### src/rtl/sram_port_arbiter.sv
// Round-robin front end for one SRAM port: two valid/ready clients, registered
// memory command, tagged read-return pipeline and a zero-fill clear engine.
module sram_port_arbiter #(
    parameter int DATA_WIDTH = 32,
    parameter int ADDR_WIDTH = 10
) (
    input  logic                       clk,
    input  logic                       rst_n,
    input  logic [1:0]                 req_valid,
    output logic [1:0]                 req_ready,
    input  logic [1:0]                 req_we,
    input  logic [1:0][ADDR_WIDTH-1:0] req_addr,
    input  logic [1:0][DATA_WIDTH-1:0] req_wdata,
    output logic [1:0]                 rsp_valid,
    output logic [1:0][DATA_WIDTH-1:0] rsp_rdata,
    input  logic                       clear_start,
    output logic                       clear_busy,
    output logic                       clear_done,
    output logic                       mem_we,
    output logic [ADDR_WIDTH-1:0]      mem_addr,
    output logic [DATA_WIDTH-1:0]      mem_din,
    input  logic [DATA_WIDTH-1:0]      mem_dout
);

    typedef enum logic {
        ST_ARB,
        ST_CLEAR
    } state_t;

    state_t                state_reg;
    logic                  rr_ptr_reg;
    logic [ADDR_WIDTH-1:0] clear_cnt_reg;
    logic                  tag0_valid_reg;
    logic                  tag0_id_reg;
    logic                  tag1_valid_reg;
    logic                  tag1_id_reg;

    logic                  handshake;
    logic                  grant_id;
    logic [1:0]            tag_hit;

    // Clear start has priority: no client is granted in the cycle it is taken.
    always_comb begin
        req_ready = 2'b00;
        if (state_reg == ST_ARB && !clear_start) begin
            if (req_valid == 2'b11) begin
                req_ready[rr_ptr_reg] = 1'b1;
            end else begin
                req_ready = req_valid;
            end
        end
    end

    assign handshake = |req_ready;
    assign grant_id  = req_ready[1];

    generate
        for (genvar gi = 0; gi < 2; gi++) begin : g_hit
            assign tag_hit[gi] = tag1_valid_reg && (tag1_id_reg == 1'(gi));
        end
    endgenerate

    always_ff @(posedge clk) begin
        if (!rst_n) begin
            state_reg      <= ST_ARB;
            rr_ptr_reg     <= 1'b0;
            clear_cnt_reg  <= '0;
            tag0_valid_reg <= 1'b0;
            tag0_id_reg    <= 1'b0;
            tag1_valid_reg <= 1'b0;
            tag1_id_reg    <= 1'b0;
            mem_we         <= 1'b0;
            mem_addr       <= '0;
            mem_din        <= '0;
            rsp_valid      <= 2'b00;
            rsp_rdata      <= '0;
            clear_busy     <= 1'b0;
            clear_done     <= 1'b0;
        end else begin
            mem_we     <= 1'b0;
            clear_done <= 1'b0;

            // Tag stage 0 lines up with the SRAM sampling the address, stage 1 with dout.
            tag0_valid_reg <= handshake && !req_we[grant_id];
            tag0_id_reg    <= grant_id;
            tag1_valid_reg <= tag0_valid_reg;
            tag1_id_reg    <= tag0_id_reg;

            rsp_valid <= tag_hit;
            for (int i = 0; i < 2; i++) begin
                if (tag_hit[i]) begin
                    rsp_rdata[i] <= mem_dout;
                end
            end

            case (state_reg)
                ST_ARB: begin
                    if (clear_start) begin
                        state_reg     <= ST_CLEAR;
                        clear_cnt_reg <= '0;
                        clear_busy    <= 1'b1;
                    end else if (handshake) begin
                        mem_we     <= req_we[grant_id];
                        mem_addr   <= req_addr[grant_id];
                        mem_din    <= req_wdata[grant_id];
                        rr_ptr_reg <= ~rr_ptr_reg;
                    end
                end
                ST_CLEAR: begin
                    mem_we        <= 1'b1;
                    mem_addr      <= clear_cnt_reg;
                    mem_din       <= '0;
                    clear_cnt_reg <= clear_cnt_reg + 1'b1;
                    if (clear_cnt_reg == '1) begin
                        state_reg  <= ST_ARB;
                        clear_busy <= 1'b0;
                        clear_done <= 1'b1;
                    end
                end
                default: state_reg <= ST_ARB;
            endcase
        end
    end

endmodule

### config.mk
export PLATFORM = sky130hd
export DESIGN_NAME = sram_port_arbiter
export DESIGN_NICKNAME = d
export VERILOG_FILES = /design/src/rtl/sram_port_arbiter.sv
export SDC_FILE = /design/constraint.sdc
export NUM_CORES = 1
export LEC_CHECK = 0
export ABC_CLOCK_PERIOD_IN_PS = 3200
export CAP_MARGIN = 0
export CORE_ASPECT_RATIO = 1.2
export CORE_UTILIZATION = 45
export CTS_BUF_LIST = sky130_fd_sc_hd__clkbuf_8
export DETAILED_ROUTE_END_ITERATION = 6
export PLACE_DENSITY_LB_ADDON = 0.1
export SETUP_SLACK_MARGIN = 0.02
export SYNTH_ARGS = -nofsm -noshare
export SYNTH_HDL_FRONTEND = slang
export SYNTH_SLANG_ARGS = --single-unit
### constraint.sdc
create_clock -name clk -period 3.2 [get_ports clk]
set_input_delay 0.64 -clock clk [delete_from_list [all_inputs] [get_ports clk]]
set_output_delay 0.64 -clock clk [all_outputs]
set_load 0.05 [all_outputs]
* Yosys cells after proc, flatten, opt, wreduce, memory -nomap -nowiden
Index checks and enable logic that the tools add are counted.
** Storage, ports and cells
- Flip-flop bits (word level) :: 127
- Bits of input ports :: 123
- Output and inout port bits :: 113
- Logic and storage cells :: 69
** Operators by class
- Add/subtract/negate cells :: 1
- $lt $le $gt $ge :: 3
- Equality and inequality tests :: 6
- Muxes and demuxes :: 28
- Bitwise gates (word level) :: 4
- Reduce and logical (&&, ||, !) cells :: 12
** Operator list (count)
- 32-bit two-way mux :: 4
- 32-bit case mux with 2 select lines :: 1
- 10-bit two-way mux :: 5
- 10-bit case mux with 2 select lines :: 2
- 10-bit by 1-bit adder with 10-bit output (second input constant) :: 1
- 10-bit equality test (second input constant) :: 1
- 1-bit two-way mux :: 10
- 2-bit != test (second input constant) :: 3
- 1-bit case mux with 2 select lines :: 3
- 2-bit AND reduction :: 3
- 1-bit logical AND :: 5
- 1-bit by 2-bit < comparator with 1-bit output (second input constant) :: 2
- 2-bit two-way mux :: 2
- 1-bit NOT :: 4
- 3-bit AND reduction :: 1
- 2-bit equality test (second input constant) :: 1
- 1-bit logical NOT :: 2
- 2-bit by 1-bit != test with 1-bit output (second input constant) :: 1
- 2-bit OR reduction :: 1
- 1-bit demux with 1-bit select :: 1
- 1-bit >= comparator (second input constant) :: 1

* Longest topological paths before layout
Gate-level depths: netlist of run 1.
- Depth in word-level cells :: 11
- Depth in mapped cells :: 6
- Mapped depth without buffers :: 5

* Worst setup path before layout of run 1
Ideal clock, no wire load.
- Path kind :: input to output
- Start point :: in clear_start
- End point :: out req_ready[0]
- Arrival time :: 1.627 ns
- Data required time :: 2.560 ns
- Slack :: 0.933 ns
- Cell stages on the path :: 3
- Buffers on the path :: 0
- Cells stage by stage :: nor2_2 > nand2_1 > a21oi_1
** On the way
- Longest elaborated chain between the ends :: 3
** RTL lines
- start, declared :: RTL line 16 : input logic clear_start,
- 1-bit logical NOT :: RTL line 45 : if (state_reg == ST_ARB && !clear_start) begin
- 1-bit logical AND :: RTL line 45
- 2-bit two-way mux :: RTL line 45
- end, declared :: RTL line 10 : output logic [1:0] req_ready,
Every way passes these cells.

* Final worst setup path of run 1
Ends and elaborated chain as after synthesis.

==> results of run 1 <==
==> logic make-up (layout without fill, tap and decap cells) <==
family                   count (synthesis)  count (layout)  synth area share
AO/OA/AOI/OAI                          124             124             0.159
XOR/XNOR                                 2               2           0.00361
adder cells (fa/ha/maj)                  1               1           0.00258
buffers and inverters                   44             283            0.0428
flip-flops                             127             127             0.525
multiplexers                            55              55             0.115
AND/OR/NAND/NOR                        178             178             0.152
==> power by group <==
group	switching [mW]	internal, mW	total [mW]
clock	0.608	0.712	1.32
combinational	0.275	0.255	0.530
sequential	0.0242	1.62	1.65
total	0.907	2.59	3.49
==> cell type report <==
type / instances / area (um2) / area share
clock buffers: 22 / 303 / 0.0394
clock inverters: 10 / 87.6 / 0.0114
inverters: 5 / 18.8 / 0.00244
multi-input cells: 360 / 2110 / 0.275
flip-flops and latches: 127 / 2540 / 0.331
well taps: 129 / 161 / 0.0210
repair buffers: 246 / 2450 / 0.320
==> cells in the final DEF (no fill, tap or decap), types with 2 or more instances in the layout <==
| cell type | netlist | routed |
|---|---|---|
| sky130_fd_sc_hd__clkdlybuf4s50_1 | 0 | 233 |
| sky130_fd_sc_hd__clkinv_2 | 0 | 2 |
| sky130_fd_sc_hd__o22ai_1 | 9 | 9 |
| sky130_fd_sc_hd__inv_1 | 4 | 6 |
| sky130_fd_sc_hd__mux2_2 | 2 | 2 |
| sky130_fd_sc_hd__or3_1 | 2 | 2 |
| sky130_fd_sc_hd__a21oi_1 | 74 | 74 |
| sky130_fd_sc_hd__nand2_1 | 139 | 139 |
| sky130_fd_sc_hd__and2_1 | 3 | 3 |
| sky130_fd_sc_hd__mux2i_1 | 52 | 52 |
| sky130_fd_sc_hd__dfxtp_1 | 127 | 127 |
| sky130_fd_sc_hd__buf_12 | 0 | 2 |
| sky130_fd_sc_hd__o2bb2ai_1 | 32 | 32 |
| sky130_fd_sc_hd__clkinv_4 | 0 | 2 |
| sky130_fd_sc_hd__clkbuf_8 | 0 | 22 |
| sky130_fd_sc_hd__nand4_1 | 3 | 3 |
| sky130_fd_sc_hd__nand3_1 | 5 | 4 |
| sky130_fd_sc_hd__o21ai_0 | 3 | 3 |
| sky130_fd_sc_hd__nor3_1 | 3 | 2 |
| sky130_fd_sc_hd__nand2b_1 | 5 | 5 |
| sky130_fd_sc_hd__nor3_2 | 1 | 2 |
| sky130_fd_sc_hd__buf_4 | 2 | 11 |
| sky130_fd_sc_hd__clkinvlp_4 | 0 | 3 |
| sky130_fd_sc_hd__nor2_1 | 11 | 11 |
==> metrics by stage <==
stage	util	area (um2)	instances	worst slack, ns
3_3_place_gp	0.693	7290	867	0.697
4_1_cts	0.730	7680	899	0.682
6_report	0.730	7680	899	0.687
5_1_grt	0.730	7680	899	0.643
2_1_floorplan	-	4850	531	0.933
3_5_place_dp	0.693	7290	867	0.652
==> worst max-delay path by stage <==
stage / from / end / slack [ns] / cells after the start
after floorplan: clear_start / req_ready[0] / 0.93 / 3
after global placement: clear_start / req_ready[0] / 0.70 / 5
after detailed placement: clear_start / tag0_valid_reg$_SDFF_PN0_ / 0.65 / 6
after CTS: clear_start / req_ready[0] / 0.68 / 5
after global routing: clear_start / req_ready[0] / 0.64 / 5
final: clear_start / req_ready[0] / 0.69 / 5
==> routing by layer <==
metal | wire [um] | share of wire | vias to the layer above
met5 | 0 | 0 | -
li1 | - | - | 2280
met4 | 246 | 0.018 | 0
met3 | 990 | 0.072 | 18
met1 | 5580 | 0.41 | 2166
met2 | 6890 | 0.50 | 182
==> worst max-delay path, cell delays in order <==
cell and delay [ns]:
sky130_fd_sc_hd__clkdlybuf4s50_1 0.46, sky130_fd_sc_hd__nor2_2 0.28, sky130_fd_sc_hd__nand2_1 0.09, sky130_fd_sc_hd__a21oi_1 0.22, sky130_fd_sc_hd__buf_12 0.18
==> implementation parameters, run 1 <==
Parameter                              Value

Detailed routing
  Number of design rule violations left after detail routing ... 0
  Initial DRC Count ... 171
  Post-DR wirelength/cell ... 15.2 um
  Routed wire length ... 13700 um
  Via-to-Cell Ratio ... 5.17
  Number of antenna-violating nets in the routed design ... 0
  TritonRoute pass-1 iters ... 4
  Vias ... 4646

Min path
  Class of the tightest hold or removal check ... register to register
  Hold_sp ... tag0_id_reg$_SDFF_PN0_
  WHS Endpoint ... tag1_id_reg$_SDFF_PN0_
  Cell depth of the worst hold path ... 1

Die
  Die Width ... 96.7 um
  Top-Level Pins ... 236
  FP Rows ... 41
  Core Footprint ... 10500 um2
  Die span in y ... 116 um
  Die footprint ... 11200 um2
  Initial Utilization ... 0.461

Synthesis
  Area share of the largest cell type after synthesis ... 0.525
  Post-synth EDFFs ... 0
  Mean instance size in the synthesized netlist ... 9.13 um2
  Async SR Flop Fraction ... 0
  Post-synthesis sequential area ratio ... 0.525
  Most common cell in the netlist ... sky130_fd_sc_hd__nand2_1
  Area of the mapped netlist ... 4850 um2
  Number of warning messages in the yosys log ... 0
  List of most frequent post-synthesis cells ... sky130_fd_sc_hd__nand2_1 (139), sky130_fd_sc_hd__dfxtp_1 (127), sky130_fd_sc_hd__a21oi_1 (74)
  #FFs+latches synth ... 127
  Post-Syn Nets ... 655
  Dominant cell type by area after synthesis ... sky130_fd_sc_hd__dfxtp_1
  Top area cells in the synthesized netlist ... sky130_fd_sc_hd__dfxtp_1 (52%), sky130_fd_sc_hd__nand2_1 (11%), sky130_fd_sc_hd__mux2i_1 (11%)
  Cell count after synthesis ... 531
  Netlist cell types ... 38
  Most used flip-flop cell after synthesis ... sky130_fd_sc_hd__dfxtp_1

CTS
  Clock tree from TritonCTS ... yes
  Clock-pin transition on the worst setup and hold timing paths ... 0.07 ns
  Buffers inserted during post-CTS setup optimization ... 0
  Total of cells resized after clock tree synthesis ... 0
  Clock sinks ... 127
  Clock buffer depth ... 2
  Cell at the root of the clock tree ... sky130_fd_sc_hd__clkbuf_8
  Number of levels the H-tree was split into ... 4
  Later-pin clock latency in the skew report ... 0.43 ns
  Num CTS Buffers ... 17
  Hold-fix buffers at CTS ... 0

Timing
  Minimum period implied by the final worst setup slack ... 2.51 ns
  Worst slew margin relative to its limit ... 0.192
  Final setup fails ... 0
  F_max ... 398 MHz
  Final hold violation count ... 0
  Worst setup skew after layout ... 0.0117 ns
  Min Hold Slack ... 0.442 ns
  Unrepaired setup endpoints after global routing ... false
  Worst-Margin Slew ... 1.21 ns
  Final TNS setup ... 0 ns
  Slew Limit Fails ... 0
  Period Utilization, post-route ... 0.785

Global route
  Initial antenna violation count ... 0
  Gr busiest metal ... met2
  Vias in the first global route ... 4560
  Maximum number of pins on one net before global-route repair ... 45
  Global routing usage on met3 ... 0.0905
  Met1 layer usage reported by global route ... 0.267
  GRT overflow ... 0
  Met2 GRT Util ... 0.425
  Global-route usage over all layers ... 0.241
  First-pass GRT wire length ... 21700 um

Final layout
  Fill cell instance count of the final layout ... 783
  Final Net Count ... 881
  Diode insertion count for antenna repair ... 0
  Number of flip-flops under the largest register name ... 64
  Area growth, synth to finish ... 58.4%
  Proportion of layout cells with a drive suffix above 1 ... 0.0701
  Biggest registers after layout ... rsp_rdata: 64 flops, mem_din: 32 flops
  Register ranked first by flip-flop count ... rsp_rdata

Worst setup path
  Highest fanout seen on the critical path ... 5
  CP Class ... primary input to output port
  Slack of the worst reg-to-reg path ... 1.42 ns
  Crit path launch type ... primary input
  Kind of capture point of the worst setup path ... output port
  Required @ worst endpoint ... 2.56 ns
  Endpoint of the worst-slack reg-to-reg timing path ... tag0_valid_reg$_SDFF_PN0_
  Number of cells traversed by the worst register-to-register path ... 5
  Signal arrival time at the worst endpoint ... 1.87 ns
  Critical R2R Launch ... rr_ptr_reg$_SDFFE_PN0P_

Place
  Placed wire-length estimate after detailed placement ... 9730 um
  Port Buffers ... 235
  Final RePlAce weighted congestion ... 0.743

Power and ir drop
  Total Power Consumption ... 3.49 mW
  Total power density per cell area ... 455 nW/um2
  Static Leak ... 2.92 nW
  Peak supply drop ... 0.000295 V

Status
  Run status ... completed

Job
  Maximum Capacitance Violations ... 0
Note: power is estimated with default switching activity, not from simulation.
==> run 2: changes to the inputs <==
--- a/config.mk
+++ b/config.mk
@@ -5,10 +5,10 @@
 export SDC_FILE = /design/constraint.sdc
 export NUM_CORES = 1
 export LEC_CHECK = 0
-export ABC_CLOCK_PERIOD_IN_PS = 3200
+export ABC_CLOCK_PERIOD_IN_PS = 2600
 export CAP_MARGIN = 0
 export CORE_ASPECT_RATIO = 1.2
-export CORE_UTILIZATION = 45
+export CORE_UTILIZATION = 42
 export CTS_BUF_LIST = sky130_fd_sc_hd__clkbuf_8
 export DETAILED_ROUTE_END_ITERATION = 6
 export PLACE_DENSITY_LB_ADDON = 0.1
==> constraint.sdc (replaced) <==
create_clock -name clk -period 2.6 [get_ports clk]
set_input_delay 0.52 -clock clk [delete_from_list [all_inputs] [get_ports clk]]
set_output_delay 0.52 -clock clk [all_outputs]
set_load 0.05 [all_outputs]
==> run 2 against run 1 <==
Flip-flop and latch count unchanged. Largest power group unchanged. Combinational power increased by 23%. Wire length decreased by 1.4%. Final cell count increased by 3.0%. Critical endpoint unchanged. Via count decreased by 0.13%.
==> implementation parameters, run 2 (synthesis results as in run 1) <==
Parameter                              Value

Detailed routing
  Met3 routed WL ... 1110 um (+12%)
  Initial DRC Count ... 157 (-8.2%)
  Length of routed wiring on met1 ... 5250 um (-5.9%)
  Uppermost signal routing layer after detailed routing ... met4
  Number of design rule violations left after detail routing ... 0 (unchanged)
  Number of antenna-violating nets in the routed design ... 0 (unchanged)
  Via-to-Cell Ratio ... 5.01 (-3.0%)
  Routed wire length ... 13500 um (-1.4%)
  Post-DR wirelength/cell ... 14.6 um (-4.3%)
  TritonRoute pass-1 iters ... 5 (+1)
  Met2 Wirelength ... 6790 um (-1.4%)
  Vias ... 4640 (-0.13%)

Final layout
  Most common cell after layout, fill and taps aside ... sky130_fd_sc_hd__clkdlybuf4s50_1
  Number of flip-flops under the largest register name ... 64 (unchanged)
  Highest-count cells in the layout ignoring fill and taps ... sky130_fd_sc_hd__clkdlybuf4s50_1 (233), sky130_fd_sc_hd__nand2_1 (139), sky130_fd_sc_hd__dfxtp_1 (127)
  Biggest registers after layout ... rsp_rdata: 64 flops, mem_din: 32 flops
  Finished Core Util ... 0.699 (-0.0315)
  Register ranked first by flip-flop count ... rsp_rdata
  Cell area after layout ... 7780 um2 (+1.4%)
  Diode insertion count for antenna repair ... 0 (unchanged)
  Fill cell instance count of the final layout ... 900 (+15%)
  Final Net Count ... 883 (+0.23%)
  Proportion of layout cells with a drive suffix above 1 ... 0.0751 (+0.00500)
  Area growth, synth to finish ... 60.6%

CTS
  Clock-pin transition on the worst setup and hold timing paths ... 0.06 ns (about the same)
  Hold-fix buffers at CTS ... 0 (unchanged)
  Total of cells resized after clock tree synthesis ... 0 (unchanged)
  Clock sinks ... 127 (unchanged)
  Buffers inserted during post-CTS setup optimization ... 0 (unchanged)
  Clock tree from TritonCTS ... yes
  Num CTS Buffers ... 17 (unchanged)
  Cell at the root of the clock tree ... sky130_fd_sc_hd__clkbuf_8
  Later-pin clock latency in the skew report ... 0.43 ns (about the same)
  Number of levels the H-tree was split into ... 4 (unchanged)
  Clock buffer depth ... 2 (unchanged)

Place
  Final RePlAce weighted congestion ... 0.753 (+1.4%)
  Placement Cell Area ... 7360 um2 (+0.98%)
  Placed wire-length estimate after detailed placement ... 9670 um (-0.69%)
  Port Buffers ... 235 (unchanged)

Min path
  Class of the tightest hold or removal check ... register to register
  Hold_sp ... tag0_id_reg$_SDFF_PN0_
  WHS Endpoint ... tag1_id_reg$_SDFF_PN0_
  Cell depth of the worst hold path ... 1 (unchanged)

Job
  Maximum Capacitance Violations ... 0 (unchanged)

Die
  Core Footprint ... 11100 um2 (+5.9%)
  Die span in y ... 120 um (+3.4%)
  FP Rows ... 42 (+2.4%)
  Top-Level Pins ... 236 (unchanged)
  Die Width ... 100 um (+3.4%)
  Die footprint ... 12000 um2 (+7.0%)
  Initial Utilization ... 0.435 (-0.0258)

Timing
  Period Utilization, post-route ... 0.850
  Worst slew margin relative to its limit ... 0.626 (+0.434)
  Minimum period implied by the final worst setup slack ... 2.21 ns
  Worst setup skew after layout ... 0.0122 ns (+0.000516 ns)
  Final hold violation count ... 0 (unchanged)
  Final TNS setup ... 0 ns (unchanged)
  Final setup fails ... 0 (unchanged)
  Slew Limit Fails ... 0 (unchanged)
  Unrepaired setup endpoints after global routing ... false
  F_max ... 453 MHz
  Worst-Margin Slew ... 0.560 ns (-0.649 ns)

Worst setup path
  Slack of the worst reg-to-reg path ... 0.63 ns (-0.79 ns)
  Number of cells traversed by the worst register-to-register path ... 5 (unchanged)
  Critical R2R Launch ... state_reg$_SDFF_PN0_
  Crit path launch type ... primary input
  Endpoint of the worst-slack reg-to-reg timing path ... clear_busy$_SDFFE_PN0P_
  Signal arrival time at the worst endpoint ... 1.69 ns (-0.18 ns)
  Crit. Startpoint ... clear_start
  Kind of capture point of the worst setup path ... output port
  CP Class ... primary input to output port
  Highest fanout seen on the critical path ... 5 (unchanged)
  Required @ worst endpoint ... 2.08 ns (-0.48 ns)

Power and ir drop
  Total power density per cell area ... 573 nW/um2 (+26%)
  Peak supply drop ... 0.000323 V (+9.6%)
  Static Leak ... 2.96 nW (+1.3%)
  Total Power Consumption ... 4.46 mW (+28%)

Global route
  Global-route usage over all layers ... 0.226 (-0.0144)
  Maximum number of pins on one net before global-route repair ... 79 (+76%)
  First-pass GRT wire length ... 21300 um (-1.8%)
  Vias in the first global route ... 4502 (-1.3%)
  GRT overflow ... 0 (unchanged)
  Initial antenna violation count ... 0 (unchanged)

Status
  Run status ... completed
## run 2: cell count changes in the layout (fill, tap and decap cells not counted), sizes merged
cell,previous run,this run
clkinv,4,9
clkbuf,22,19
clkinvlp,3,0
buf,13,15
bufinv,1,3
inv,7,6
## run 2: how the worst max path moves through the flow
stage	to
after floorplan	req_ready[0]
after global placement	mem_we$_SDFF_PN0_
after detailed placement	mem_din[4]$_SDFFE_PN0P_
after CTS	req_ready[0]
after global routing	req_ready[0]
final	req_ready[0]
## run 2: worst max-delay path, stage by stage
cell                              delay, ns
sky130_fd_sc_hd__clkdlybuf4s50_1       0.44
sky130_fd_sc_hd__nor2_2                0.24
sky130_fd_sc_hd__nand2_1               0.08
sky130_fd_sc_hd__a21oi_1               0.23
sky130_fd_sc_hd__buf_12                0.18
## run 2: per-stage QoR
step	hold slack, ns	instances	setup slack (ns)
CTS	0.446	926	0.373
global placement	0.418	894	0.394
detailed placement	0.430	894	0.272
finish	0.438	926	0.390
global route	0.453	926	0.314
floorplan	0.412	531	0.573
## run 2: layout make-up
cell class,instances,area (um2),share of cell area
clock inverters,13,163,0.0209
clock buffers,19,262,0.0336
repair buffers,248,2490,0.321
well taps,154,193,0.0248
inverters,5,18.8,0.00241
multi-input cells,360,2110,0.271
flip-flops and latches,127,2540,0.327
## run 2: power breakdown
part	switching, mW	internal (mW)
combinational	0.336	0.317
clock	0.774	1.00
sequential	0.0323	2.00
total	1.14	3.32
## run 2: metal layers
metal	vias to the layer above	global-route usage
li1	2277	-
met3	30	0.0786
met4	0	0.102
met1	2129	0.250
met2	204	0.389
met5	-	0
